`src/rtl/dvp_tx.sv`:
```
// DVP (OV5640-style) transmitter: serializes RGB565 pixels from a latency-1 FIFO or an
// internal colour-bar generator onto an 8-bit bus with pclk = sys_clk/2.
module dvp_tx #(
    parameter int unsigned H_ACTIVE = 640,
    parameter int unsigned H_BLANK  = 160,
    parameter int unsigned V_SYNC   = 4,
    parameter int unsigned V_BACK   = 16,
    parameter int unsigned V_ACTIVE = 480,
    parameter int unsigned V_FRONT  = 10
) (
    input  logic        sys_clk,
    input  logic        sys_rst_n,
    input  logic        tx_en,
    input  logic        pat_sel,
    output logic        pix_rd_en,
    input  logic [15:0] pix_data,
    input  logic        fifo_empty,
    output logic        dvp_pclk,
    output logic        dvp_href,
    output logic        dvp_vsync,
    output logic [7:0]  dvp_data,
    output logic        frame_done,
    output logic        underrun
);

    localparam int unsigned HTotal = H_BLANK + 2 * H_ACTIVE;
    localparam int unsigned VTotal = V_SYNC + V_BACK + V_ACTIVE + V_FRONT;
    localparam int unsigned HW     = $clog2(HTotal + 1);
    localparam int unsigned VW     = $clog2(VTotal + 1);

    localparam logic [HW-1:0] HLast    = HW'(HTotal - 1);
    localparam logic [HW-1:0] HBlank   = HW'(H_BLANK);
    localparam logic [HW-1:0] HOne     = HW'(1);
    localparam logic [HW-1:0] BarW     = HW'(H_ACTIVE / 8);
    localparam logic [VW-1:0] VLast    = VW'(VTotal - 1);
    localparam logic [VW-1:0] VOne     = VW'(1);
    localparam logic [VW-1:0] VSyncEnd = VW'(V_SYNC);
    localparam logic [VW-1:0] VActBeg  = VW'(V_SYNC + V_BACK);
    localparam logic [VW-1:0] VActEnd  = VW'(V_SYNC + V_BACK + V_ACTIVE);

    typedef enum logic {StIdle, StRun} state_e;

    state_e        state_q, state_d;
    logic          ph_q, ph_d;
    logic [HW-1:0] h_cnt_q, h_cnt_d;
    logic [VW-1:0] v_cnt_q, v_cnt_d;
    logic          href_q, href_d;
    logic          vsync_q, vsync_d;
    logic [7:0]    data_q, data_d;
    logic [7:0]    low_q, low_d;
    logic          pat_q, pat_d;
    logic          rd_q, rd_d;
    logic          underrun_q, underrun_d;

    logic          running, frame_end, line_act, rd_slot;
    logic [HW-1:0] h_inc, inc_off;
    logic [HW-1:0] h_nxt, off_nxt, pix_x;
    logic [VW-1:0] v_nxt;
    logic          act_nxt;
    logic [2:0]    bar_idx;
    logic [15:0]   bar_pix, pix_nxt;

    assign running   = (state_q == StRun);
    assign frame_end = running && (h_cnt_q == HLast) && (v_cnt_q == VLast);
    assign line_act  = (v_cnt_q >= VActBeg) && (v_cnt_q < VActEnd);
    assign h_inc     = h_cnt_q + HOne;
    assign inc_off   = h_inc - HBlank;

    // Read slot: ph=0 of the byte period just before a high byte on an active line.
    assign rd_slot   = running && !ph_q && !pat_q && line_act && (h_cnt_q != HLast) &&
                       (h_inc >= HBlank) && !inc_off[0];
    assign pix_rd_en = rd_slot && !fifo_empty;

    assign dvp_pclk   = ph_q;
    assign dvp_href   = href_q;
    assign dvp_vsync  = vsync_q;
    assign dvp_data   = data_q;
    assign frame_done = frame_end && ph_q;
    assign underrun   = underrun_q;

    always_comb begin
        state_d    = state_q;
        ph_d       = ~ph_q;
        h_cnt_d    = h_cnt_q;
        v_cnt_d    = v_cnt_q;
        href_d     = href_q;
        vsync_d    = vsync_q;
        data_d     = data_q;
        low_d      = low_q;
        pat_d      = pat_q;
        rd_d       = pix_rd_en;
        underrun_d = underrun_q | (rd_slot & fifo_empty);
        h_nxt      = '0;
        v_nxt      = '0;
        off_nxt    = '0;
        pix_x      = '0;
        act_nxt    = 1'b0;
        bar_idx    = '0;
        bar_pix    = '0;
        pix_nxt    = '0;

        // Every position/output update happens on the edge entering ph=0.
        if (ph_q) begin
            if ((!running && !tx_en) || (frame_end && !tx_en)) begin
                state_d = StIdle;
                h_cnt_d = '0;
                v_cnt_d = '0;
                href_d  = 1'b0;
                vsync_d = 1'b0;
                data_d  = '0;
            end else begin
                state_d = StRun;
                if (!running || frame_end) begin
                    h_nxt = '0;
                    v_nxt = '0;
                    pat_d = pat_sel;
                end else if (h_cnt_q == HLast) begin
                    h_nxt = '0;
                    v_nxt = v_cnt_q + VOne;
                end else begin
                    h_nxt = h_inc;
                    v_nxt = v_cnt_q;
                end

                off_nxt = h_nxt - HBlank;
                pix_x   = {1'b0, off_nxt[HW-1:1]};
                bar_idx = 3'(pix_x / BarW);
                case (bar_idx)
                    3'd0:    bar_pix = 16'hFFFF;
                    3'd1:    bar_pix = 16'hFFE0;
                    3'd2:    bar_pix = 16'h07FF;
                    3'd3:    bar_pix = 16'h07E0;
                    3'd4:    bar_pix = 16'hF81F;
                    3'd5:    bar_pix = 16'hF800;
                    3'd6:    bar_pix = 16'h001F;
                    default: bar_pix = 16'h0000;
                endcase
                // A missed read (FIFO empty) leaves rd_q low, so the pixel goes out as zero.
                pix_nxt = pat_d ? bar_pix : (rd_q ? pix_data : 16'h0000);

                act_nxt = (v_nxt >= VActBeg) && (v_nxt < VActEnd) && (h_nxt >= HBlank);
                h_cnt_d = h_nxt;
                v_cnt_d = v_nxt;
                vsync_d = (v_nxt < VSyncEnd);
                href_d  = act_nxt;
                if (!act_nxt) begin
                    data_d = '0;
                end else if (!off_nxt[0]) begin
                    data_d = pix_nxt[15:8];
                    low_d  = pix_nxt[7:0];
                end else begin
                    data_d = low_q;
                end
            end
        end
    end

    always_ff @(posedge sys_clk or negedge sys_rst_n) begin
        if (!sys_rst_n) begin
            state_q    <= StIdle;
            ph_q       <= 1'b0;
            h_cnt_q    <= '0;
            v_cnt_q    <= '0;
            href_q     <= 1'b0;
            vsync_q    <= 1'b0;
            data_q     <= '0;
            low_q      <= '0;
            pat_q      <= 1'b0;
            rd_q       <= 1'b0;
            underrun_q <= 1'b0;
        end else begin
            state_q    <= state_d;
            ph_q       <= ph_d;
            h_cnt_q    <= h_cnt_d;
            v_cnt_q    <= v_cnt_d;
            href_q     <= href_d;
            vsync_q    <= vsync_d;
            data_q     <= data_d;
            low_q      <= low_d;
            pat_q      <= pat_d;
            rd_q       <= rd_d;
            underrun_q <= underrun_d;
        end
    end

endmodule

```
`config.mk`:
```
export PLATFORM = sky130hd
export DESIGN_NAME = dvp_tx
export DESIGN_NICKNAME = d
export VERILOG_FILES = /design/src/rtl/dvp_tx.sv
export SDC_FILE = /design/constraint.sdc
export NUM_CORES = 1
export LEC_CHECK = 0
export ABC_CLOCK_PERIOD_IN_PS = 5200
export CORE_ASPECT_RATIO = 1.4
export CORE_MARGIN = 2
export CORE_UTILIZATION = 40
export DETAILED_ROUTE_END_ITERATION = 8
export PLACE_DENSITY_LB_ADDON = 0.12
export SLEW_MARGIN = 20
export SYNTH_ARGS = -nofsm -noshare
export SYNTH_HDL_FRONTEND = slang
export SYNTH_SLANG_ARGS = --single-unit
```
`constraint.sdc`:
```
create_clock -name sys_clk -period 5.2 [get_ports sys_clk]
set_clock_uncertainty 0.15 [all_clocks]
set_input_delay 0.78 -clock sys_clk [delete_from_list [all_inputs] [get_ports sys_clk]]
set_output_delay 0.78 -clock sys_clk [all_outputs]
set_load 0.05 [all_outputs]
```
Word level (Yosys, flattened, before mapping)
Index checks and enable logic that the tools add are counted.

storage, ports and cells
  flip-flop bits (word level) = 43
  bits in latches = 0
  RAM bits = 0
  ROM bits = 0
  input port bits = 21
  output and inout port bits = 14
  logic and storage cells = 85
  memories kept = 0

operators by class
  $add $sub $neg = 4
  $mul = 0
  div/mod/pow operators = 1
  magnitude comparators = 7
  equality and inequality tests = 9
  shift operators = 0
  muxes and demuxes = 22
  bitwise operators = 5
  reduce and logical (&&, ||, !) cells = 26

operators with widths
  cell                                                                 count
  case mux 16 bit (7 select lines)                                     1
  two-way mux 11 bit                                                   5
  two-way mux 9 bit                                                    5
  two-way mux 16 bit                                                   2
  two-way mux 8 bit                                                    3
  greater-or-equal comparator 11 x 8 -> 1 bit (second input constant)  2
  greater-or-equal comparator 9 x 5 -> 1 bit (second input constant)   2
  < comparator 9 bit (second input constant)                           2
  logical AND 1 bit                                                    15
  adder 11 x 1 -> 11 bit (second input constant)                       1
  divider 10 x 7 -> 11 bit (second input constant)                     1
  equality test 11 bit (second input constant)                         1
  != test 11 bit (second input constant)                               1
  subtractor 11 x 8 -> 11 bit (second input constant)                  1
  adder 9 x 1 -> 9 bit (second input constant)                         1
  equality test 3 bit (second input constant)                          3
  equality test 9 bit (second input constant)                          1
  < comparator 9 x 3 -> 1 bit (second input constant)                  1
  equality test 3 x 2 -> 1 bit (second input constant)                 2
  zero test 1 bit                                                      6
  two-way mux 1 bit                                                    6
  AND reduction 4 bit                                                  1
  equality test 3 x 1 -> 1 bit (second input constant)                 1
  zero test 3 bit                                                      1
  other kinds (6)                                                      9

Logic depth before layout (Yosys ltp)
  word-level depth = 15
  depth in mapped cells = 18
  depth with buffers taken out = 15

Worst setup path after synthesis
OpenSTA, ideal clock, no wires.

  path kind = register -> register
  start = reg h_cnt_q[1]
  end = reg data_q[3] (netlist: dvp_data[3])
  library setup time = 0.144 ns
  arrival = 3.571 ns
  required time = 4.906 ns
  setup slack = 1.335 ns
  cell stages (with the launch flop) = 19
  path buffers = 3
  clock period less this slack = 3.865 ns
  cells stage by stage = dfrtp_1 > ha_1 > buf_2 > and4_1 > clkbuf_1 > nand2_1 > xnor2_1 > nand2_1 > ha_1 > nor2b_1 > a41oi_1 > o211ai_1 > or2_2 > clkbuf_1 > o22a_1 > o32ai_1 > nor4_4 > o21ai_1 > o211ai_1

on the way
  cells in the longest elaborated chain, start to end = 15
  elaborated cells between the ends (all ways) = 37
  classes of those cells = add/sub: 2; div: 1; order compare: 3; eq/ne: 7; mux: 16; reduce/logical: 8

ends and longest elaborated chain
  element                                                          RTL line  RTL
  from (decl)                                                      45        logic [HW-1:0] h_cnt_q, h_cnt_d;
  from (signal assigned)                                           174       h_cnt_q <= h_cnt_d;
  branches (longest 14 deep; another with adder 11 x 1 -> 11 bit)  --
  two-way mux 8 bit (*)                                            104       if ((!running && !tx_en) || (frame_end && !tx_en)) begin
  to (signal assigned)                                             178       data_q <= data_d;
  to (decl)                                                        49        logic [7:0] data_q, data_d;

Every way passes the cells marked *. The select of a mux whose other input is x is not followed.
A chain may end at the register's enable or synchronous reset.

Worst setup path after layout
  start = reg h_cnt_q[0]
  end = reg data_q[2] (netlist: dvp_data[2])

Same word-level chain as after synthesis.

==> results.json <==
{
  "syn2layout_area_growth_pct": 16.5,
  "grt_pass1_wl_um": 15600,
  "vias_per_cell": 6.10,
  "overflow": 0,
  "synth_edf_count": 0,
  "drive_above_1_share_pct": 6.19,
  "finalMaxSlewViolations": 0,
  "antenna_cells": 0,
  "start_util_pct": 40.8,
  "antenna_found_initial": 0,
  "crit_family": "simple AND/OR/NAND/NOR gates",
  "io_pins": 35,
  "cts_setup_buffers": 0,
  "num_rows": 39,
  "cts_buffers": 5,
  "fillers": 823,
  "yosysWarningCount": 0,
  "die_y_um": 112,
  "cp_data_required_time_ns": 5.27,
  "htreeDepth": 2,
  "rr_endpoint": "dvp_data[2]$_DFFE_PN0P_",
  "combPwrFrac_pct": 3.3,
  "power_frac_seq_pct": 45.2,
  "synthArstFlopShare_pct": 100,
  "path_buf_inv": 0,
  "cap_viol_max_count": 0,
  "max_freq_ghz": 0.223,
  "start_kind": "flop",
  "swShare_pct": 20.3,
  "p_int_w": 0.000590,
  "drt_wl_total_um": 9680,
  "ys.flop_type": "dfrtp_1",
  "powerDensity_nw_per_um2": 192,
  "worstPathArrival_ns": 4.55,
  "crit_chain": "ha_1 -> nand4_1 -> nor3_1 -> nor2_1 -> nand2b_1 -> ha_1 -> nand2_1 -> or3_1 -> o211ai_1 -> or2_2 -> o211a_1 -> o22ai_1 -> a221oi_1 -> nor2_1 -> a21oi_1",
  "yosysSeqAreaShare_pct": 32.6,
  "drtIter0Drc": 181,
  "root_buffer": "clkbuf_16",
  "tns_ns": 0,
  "slew_headroom_pct": 47.3,
  "rr_worst_depth": 15,
  "clockPowerShare_pct": 51.5,
  "path_class": "reg2reg",
  "status": "complete, no violations",
  "worst_slew_pin_slew_ns": 0.782,
  "post-route-period-util_pct": 86.3,
  "fin_nets": 448,
  "cts_hold_buffers": 0,
  "hold_viol_final": 0,
  "postRouteAntennaNets": 0,
  "syn_area_sq_um": 3300,
  "num_vias": 3185,
  "min_path_type": "in2async",
  "clkTransAtPathRegs_ns": 0.06,
  "rsz0062_at_grt": "false",
  "wl_per_cell_um": 18.5,
  "cts_resized": 0,
  "synth_cell_types": 67,
  "setup_violations": 0,
  "period_needed_ns": 4.49,
  "power_switching_w": 0.000150,
  "crit_slowest_cell": "a221oi_1",
  "ir_drop_mv": 0.157,
  "end_kind": "flop",
  "grt_usage_pct": 22.2,
  "cp_max_fo": 13,
  "coreArea_sq_um": 8100,
  "grt_max_degree": 44,
  "drc_errors": 0,
  "die-area_sq_um": 9010,
  "syn_area_per_cell_sq_um": 8.22,
  "holdWs_ns": 0.332,
  "numClockSinks": 43,
  "die_w_um": 80.8,
  "cts_tree": "built",
  "p_leak_nw": 1.47,
  "regToRegStartpoint": "h_cnt_q[0]$_DFFE_PN0P_",
  "place.gp.congestion": 0.990,
  "io_buffer_count": 34,
  "synth-seq-cells": 43,
  "grt_pass1_vias": 3086,
  "netlist_instances": 402,
  "slowest_delay_ns": 0.69,
  "reg2reg_slack_ns": 0.71,
  "insertion_delay_ns": 0.29,
  "finalPower_w": 0.000741,
  "drt_pass1_iterations": 4,
  "synth_nets": 431,
  "cts.path.max_buffers": 2,
  "hpwl_um": 7090
}
[worst max path at each step]
stage	slack, ns	endpoint	cells past startpoint	from
floorplan	1.33	dvp_data[3]$_DFFE_PN0P_	18	h_cnt_q[1]$_DFFE_PN0P_
global placement	0.82	dvp_data[2]$_DFFE_PN0P_	15	h_cnt_q[0]$_DFFE_PN0P_
detailed placement	0.76	dvp_data[3]$_DFFE_PN0P_	15	h_cnt_q[0]$_DFFE_PN0P_
CTS	0.70	dvp_data[2]$_DFFE_PN0P_	15	h_cnt_q[0]$_DFFE_PN0P_
global route	0.25	dvp_data[2]$_DFFE_PN0P_	15	h_cnt_q[0]$_DFFE_PN0P_
finish	0.71	dvp_data[2]$_DFFE_PN0P_	15	h_cnt_q[0]$_DFFE_PN0P_
[cell type report]
type,instances,area (sq um),area share (%)
inverter,12,45.0,1.17
timing repair buffer,37,360,9.36
tap,102,128,3.32
sequential,43,1080,28.0
multi-input combinational,320,2060,53.6
clock buffer,6,139,3.61
clock inverter,2,38.8,1.01
[stage by stage]
stage | area, sq um | setup WS (ns) | instances | util (%)
floorplan | 3300 | 1.33 | 402 | -
global placement | 3670 | 0.818 | 514 | 45.3
detailed placement | 3670 | 0.763 | 514 | 45.3
CTS | 3850 | 0.703 | 522 | 47.5
global route | 3850 | 0.250 | 522 | 47.5
finish | 3850 | 0.713 | 522 | 47.5
[flip-flops by register name, summed over array words and instances (netlist names), 8 cells and up]
name and cells:
dvp_data 8, v_cnt_q 9, low_q 8, h_cnt_q 11
[power groups by stage]
stage	clock, W	combinational, W	sequential, W
3_5_place_dp	0	0.0000249	0.000341
3_3_place_gp	0	0.0000247	0.000341
6_report	0.000382	0.0000242	0.000335
2_1_floorplan	0	0.000000584	0.000343
4_1_cts	0.000389	0.0000249	0.000335
5_1_grt	0.000405	0.0000267	0.000335
[cell usage in the layout (no fill, tap or decap), types with 3 or more instances in the layout]
cell             synthesis  final
clkdlybuf4s50_1          0     33
o211ai_1                13     13
nand4_1                  9      9
buf_4                    0      4
a21oi_1                 30     30
dfrtp_1                 43     43
nor4_1                   7      7
nor2b_1                  7      7
a31oi_1                  4      4
or3_1                    7      7
or4_1                    3      3
nand2_1                 47     47
mux2i_1                  5      5
nand2b_1                 5      5
and3_1                   5      5
and4_1                   3      3
nand3_1                 14     14
o32ai_1                  3      3
a32oi_1                  5      5
nor3_1                   7      7
mux2_2                   3      3
o22ai_1                  5      5
o31ai_1                  5      5
clkbuf_16                0      5
a21o_1                   4      4
nor2_1                  23     23
and2_1                   4      4
xnor2_1                 11     11
o21ai_0                 34     34
o2bb2ai_1                4      4
ha_1                     8      8
inv_1                   12     12
[synthesized netlist by cell type (3+ instances only)]
cell type	instances	area [sq um]
and3_1	5	31.3
nand2b_1	5	31.3
mux2i_1	5	50.1
and2_1	4	25.0
nand4_1	9	56.3
o211ai_1	13	97.6
and4_1	3	26.3
o22ai_1	5	31.3
nor3_1	7	35.0
inv_1	12	45.0
dfrtp_1	43	1080
a21oi_1	30	150
or4_1	3	22.5
a21o_1	4	30.0
clkbuf_1	21	78.8
o31ai_1	5	37.5
ha_1	8	100
o2bb2ai_1	4	35.0
buf_2	4	20.0
mux2_2	3	33.8
nand2_1	47	176
o21ai_0	34	170
nor2b_1	7	43.8
a31oi_1	4	25.0
xnor2_1	11	96.3
nor4_1	7	43.8
a32oi_1	5	43.8
nand3_1	14	70.1
or3_1	7	43.8
nor2_1	23	86.3
o32ai_1	3	26.3
[per-layer routing]
layer / wire (um) / track usage (%) / vias to the layer above / share of wire [%]
met1: 3940 / 26.5 / 1552 / 41
met5: 0 / 0 / - / 0
met3: 321 / 3.16 / 26 / 3.3
met4: 313 / 9.04 / 0 / 3.2
li1: - / - / 1533 / -
met2: 5110 / 38.9 / 74 / 53
[kinds of logic (layout without fill, tap and decap cells)]
logic type / count (synthesis) / count (layout) / synth area share (%)
muxes: 8 / 8 / 2.54
xor gates and xnor gates: 14 / 14 / 4.13
buffers and inverters: 39 / 57 / 5.04
DFF: 43 / 43 / 32.6
adders and majority gates: 8 / 8 / 3.03
AOI/OAI and AO/OA: 133 / 133 / 27.0
and+or+nand+nor: 157 / 157 / 25.7
(Power assumes the default switching activity.)
